$ cat config.mk
export PLATFORM = sky130hd
export DESIGN_NAME = bin2bcd_seq
export DESIGN_NICKNAME = d
export VERILOG_FILES = /design/src/rtl/bin2bcd_pkg.sv /design/src/rtl/bin2bcd_seq_digit_adj.sv /design/src/rtl/bin2bcd_seq.sv
export SDC_FILE = /design/constraint.sdc
export NUM_CORES = 1
export LEC_CHECK = 0
export BUFFER_PORTS_ARGS = -buffer_cell sky130_fd_sc_hd__buf_4
export CELL_PAD_IN_SITES_DETAIL_PLACEMENT = 0
export CELL_PAD_IN_SITES_GLOBAL_PLACEMENT = 1
export CORE_MARGIN = 3
export CORE_UTILIZATION = 31
export CTS_CLUSTER_DIAMETER = 30
export CTS_CLUSTER_SIZE = 16
export DETAILED_ROUTE_END_ITERATION = 16
export PLACE_DENSITY_LB_ADDON = 0.1
export SKIP_LAST_GASP = 1
export SLEW_MARGIN = 0
export SYNTH_ARGS = -nofsm -noshare
export SYNTH_HDL_FRONTEND = slang
export SYNTH_SLANG_ARGS = --single-unit
$ cat constraint.sdc
create_clock -name clk -period 3 [get_ports clk]
set_clock_uncertainty 0.2 [all_clocks]
set_input_delay 0 -clock clk [delete_from_list [all_inputs] [get_ports clk]]
set_output_delay 0 -clock clk [all_outputs]
set_load 0.005 [all_outputs]
$ cat src/rtl/bin2bcd_pkg.sv
// Shared definitions for the sequential binary-to-BCD converter.
//   state_t          : converter FSM states
//   BCD_ADJ_THRESH   : digit value at or above which the add-3 correction applies
//   BCD_ADJ_ADD      : correction added to a digit before each shift
//   min_digits()     : smallest DIGITS able to hold any BIN_W-bit value
package bin2bcd_pkg;

  typedef enum logic [1:0] {
    IDLE  = 2'd0,
    SHIFT = 2'd1,
    DONE  = 2'd2
  } state_t;

  localparam logic [3:0] BCD_ADJ_THRESH = 4'd5;
  localparam logic [3:0] BCD_ADJ_ADD    = 4'd3;

  // ceil(bin_w * log10(2)), with log10(2) approximated as 0.30103.
  function automatic int min_digits(input int bin_w);
    return (bin_w * 30103 + 99999) / 100000;
  endfunction

endpackage

$ cat src/rtl/bin2bcd_seq_digit_adj.sv
// Double-dabble digit correction: adds 3 to a BCD digit that is 5 or more
// so that the following left shift carries correctly into the next digit.
//   digit_in  : 4-bit BCD digit before correction
//   digit_out : corrected digit (4-bit, wraps by design)
module bcd_digit_adj
  import bin2bcd_pkg::*;
(
  input  logic [3:0] digit_in,
  output logic [3:0] digit_out
);

  assign digit_out = (digit_in >= BCD_ADJ_THRESH) ? (digit_in + BCD_ADJ_ADD) : digit_in;

endmodule

$ cat src/rtl/bin2bcd_seq.sv
// Sequential binary-to-BCD converter (shift-and-add-3), one input bit per clock.
//   clk, rst_n          : clock, asynchronous active-low reset
//   in_valid / in_ready : input handshake; in_ready high only while idle
//   in_bin              : unsigned binary value, sampled on the handshake
//   out_valid/out_ready : output handshake; result held until accepted
//   out_bcd             : packed BCD, digit 0 (units) in bits [3:0]
//   out_ovf             : value did not fit in DIGITS decimal digits
//
// state | meaning
// IDLE  | waiting for an input, in_ready high
// SHIFT | adjust digits and shift one binary bit in, BIN_W cycles
// DONE  | result presented on out_bcd/out_ovf until out_ready
module bin2bcd_seq
  import bin2bcd_pkg::*;
#(
  parameter int BIN_W  = 8,
  parameter int DIGITS = 3
) (
  input  logic                  clk,
  input  logic                  rst_n,
  input  logic                  in_valid,
  output logic                  in_ready,
  input  logic [BIN_W-1:0]      in_bin,
  output logic                  out_valid,
  input  logic                  out_ready,
  output logic [4*DIGITS-1:0]   out_bcd,
  output logic                  out_ovf
);

  localparam int BCD_W = 4 * DIGITS;
  localparam int CNT_W = $clog2(BIN_W + 1);

  state_t             state_q, state_d;
  logic [BIN_W-1:0]   bin_sr;
  logic [BCD_W-1:0]   bcd_acc;
  logic [BCD_W-1:0]   bcd_adj;
  logic               ovf_q;
  logic [CNT_W-1:0]   cnt;

  for (genvar d = 0; d < DIGITS; d++) begin : g_adj
    bcd_digit_adj u_adj (
      .digit_in  (bcd_acc[4*d +: 4]),
      .digit_out (bcd_adj[4*d +: 4])
    );
  end

  always_ff @(posedge clk or negedge rst_n) begin
    if (!rst_n) begin
      state_q <= IDLE;
    end else begin
      state_q <= state_d;
    end
  end

  always_comb begin
    state_d = state_q;
    unique case (state_q)
      IDLE:    if (in_valid)              state_d = SHIFT;
      SHIFT:   if (cnt == CNT_W'(1))      state_d = DONE;
      DONE:    if (out_ready)             state_d = IDLE;
      default:                            state_d = IDLE;
    endcase
  end

  always_ff @(posedge clk or negedge rst_n) begin
    if (!rst_n) begin
      bin_sr  <= '0;
      bcd_acc <= '0;
      ovf_q   <= 1'b0;
      cnt     <= '0;
    end else begin
      unique case (state_q)
        IDLE: begin
          if (in_valid) begin
            bin_sr  <= in_bin;
            bcd_acc <= '0;
            ovf_q   <= 1'b0;
            cnt     <= CNT_W'(BIN_W);
          end
        end
        SHIFT: begin
          // Bit leaving the top digit is a multiple of 10^DIGITS: sticky overflow.
          bcd_acc <= {bcd_adj[BCD_W-2:0], bin_sr[BIN_W-1]};
          ovf_q   <= ovf_q | bcd_adj[BCD_W-1];
          bin_sr  <= bin_sr << 1;
          cnt     <= cnt - 1'b1;
        end
        default: ;
      endcase
    end
  end

  // bcd_acc is frozen outside SHIFT, so the result stays stable under backpressure.
  assign in_ready  = (state_q == IDLE);
  assign out_valid = (state_q == DONE);
  assign out_bcd   = bcd_acc;
  assign out_ovf   = ovf_q;

endmodule

==> flow_summary.yaml <==
yosys:
  yosysSeqAreaShare_pct: 43.30
  syn_inst: 159
  ys_seq_elements: 27
  syn_area_per_cell_um2: 9.813
  synthDominantCellAreaShare_pct: 43.30
  yosys_most_used_dff: "dfrtp_1"
  synth_nets: 179
  synth_area_leaders: "dfrtp_1, ha_1, nor2b_1"
  synth.distinct_cells: 32
  synth_edf_count: 0
  async_reset_ff_share_pct: 100.0
  yosys_warnings: 0
  synth_top_cell_by_area: "dfrtp_1"
  syn_area_mm2: 0.001560
drt:
  vias: 1313
  drt_first_pass_iters: 4
  wire_per_inst_um: 14.38
  ant_nets: 0
  via_per_inst: 4.955
  wl_um: 3810
  drc: 0
  drt_iter0_markers: 64
clock_network:
  clock_sinks: 27
  ctsLongestPathBuffers: 2
  numCtsBuffers: 3
  clkSlewWorstSetupHoldPaths_ps: 90
  cts_setup_buffers: 0
  cts_root_buf: "clkbuf_8"
  htreeDepth: 1
  tritoncts: "built"
  clk_latency_ps: 270
placement:
  preCtsSetupSlack_ps: 1107
  portBuffers: 26
  place_hpwl_um: 2554
  dpl_cell_area_mm2: 0.001779
  gp_congestion: 0.7987
critical_path:
  crit_chain: "nor2b_1 -> a21oi_1 -> dlygate4sd3_1 -> o21ai_1"
  critPathSlowestCell: "nor2b_1"
  critPathKind: "flip-flop to flip-flop"
  crit_required_ps: 2990
  arrival_ps: 2350
  crit_family: "simple AND/OR/NAND/NOR gates"
  crit_path_max_incr_delay_ps: 620
  crit_path_max_fanout: 17
  cp-end-kind: "flip-flop"
  worst-path-buf-inv: 1
  critPathLaunchType: "flip-flop"
status:
  violations: "negative hold slack"
  status: "finished, violations left"
sta:
  finalHoldViolCount: 3
  slew_headroom_pct: 55.81
  min_period_over_period_pct: 78.71
  min_period_ps: 2361
  tightest_slew_ps: 661.5
  hold_slack_ps: -1.650
  rsz0062_at_grt: "no"
  finalMaxSlewViolations: 0
  final.setup.worst_slack_ps: 638.6
  finalSetupViolCount: 0
  tns_ps: 0
  max_freq_ghz: 0.4235
finish:
  fillers: 493
  synthToLayoutAreaGrowth_pct: 29.11
  stdcell_area_mm2: 0.002014
  layout-drive-gt1-share_pct: 17.17
  mostFrequentLayoutCell: "dfrtp_1"
  antennaDiodeCount: 0
  final_cell_mix: "dfrtp_1, buf_4, inv_1, dlygate4sd3_1, nor2b_1"
  final_nets: 219
  multi_input_area_um2: 760.7
  seq_area_um2: 675.6
floorplan:
  core_area_mm2: 0.004786
  fp.dieH_um: 76.95
  dieArea_mm2: 0.005921
  core.rowCount: 25
  start_util_pct: 32.60
  io_pins: 27
  die_w_um: 76.95
min_path:
  min_path_type: "primary input to asynchronous set/reset pin"
global_route:
  grt_antenna_before_repair: 0
  top_usage_layer: "met2"
  grt_first_pass_wirelength_um: 6693
  gr-usage-met2_pct: 22.56
  gr-usage-all-layers_pct: 13.68
  grt_max_degree: 28
  grtUsageMet3_pct: 1.878
  overflow: 0
  grt_pass1_vias: 1355
  grt_use_met1_pct: 18.89
pwr:
  p_leak_uw: 0.0008890
  vdd_drop_max_uv: 399.8
  cellPowerDensity_mw_per_mm2: 938.2
  power.total_uw: 1890
run:
  drv_cap: 0
## metrics by stage
step / std cells / util, %
detailed placement: 243 / 37.18
floorplan: 159 / -
CTS: 265 / 42.09
global route: 265 / 42.09
finish: 265 / 42.09
global placement: 243 / 37.18
## tightest hold or removal path, delay by kind of cell
family	cells	cell delay [ps]
buffers and inverters	3	820
## synth_stat cells (4+ instances only)
master and count:
nand2_1 9, o21ai_1 9, o21ai_0 4, ha_1 8, inv_1 17, a21oi_1 9
dfrtp_1 27, nor2b_1 14, nand2b_1 5, buf_4 4, a32o_1 4, a22oi_1 7
o2111ai_1 6
## what timing repair did
action,in CTS,in global routing
hold buffers,18,0
gates resized for setup,0,0
hold endpoints to repair,36,0
## logic make-up after synthesis
group | synth area share [%]
AND/OR/NAND/NOR | 11.71
flip-flops | 43.30
XOR/XNOR | 1.684
adder cells (fa/ha/maj) | 6.416
buffers and inverters | 7.938
AO/OA/AOI/OAI | 27.67
multiplexers | 1.283
## path summary, 6_finish.rpt
path                       startpoint     endpoint  slack (ps)  depth (start not counted)
setup / recovery           state_q[1]    bin_sr[4]         640                          4
hold / removal                  rst_n   out_bcd[1]          -2                          3
setup reg to reg           state_q[1]    bin_sr[4]         640                          4
hold reg to reg            out_bcd[3]   out_bcd[3]         330                          1
max in group asynchronous       rst_n  out_bcd[10]        2440                          3
min in group clk             in_valid    bin_sr[6]          10                          4
## registers in the layout, indices dropped and copies added (netlist names)
name     cells
bin_sr       8
state_q      2
cnt          4
out_bcd     12
out_ovf      1
## cell type report
| cell class | instances | share of cell area (%) |
|---|---|---|
| clock buffers | 4 | 2.236 |
| inverters | 17 | 3.168 |
| well taps | 67 | 4.161 |
| multi-input cells | 106 | 37.76 |
| repair buffers | 44 | 19.13 |
| flip-flops and latches | 27 | 33.54 |
## metal layers
metal  vias up  share of wire (%)
li1        645                  -
met1       641                 48
met2        25                 48
met3         2                3.8
met4         0               0.50
met5         -                  0
## power breakdown
| group | switching [µW] | leakage, µW | total [µW] | internal (µW) |
|---|---|---|---|---|
| registers | 181 | 0.000344 | 702 | 521 |
| logic | 483 | 0.000523 | 979 | 496 |
| clock network | 114 | 0.0000228 | 209 | 95.1 |
| total | 777 | 0.000889 | 1890 | 1110 |
Power figures use the tool's default switching activity.
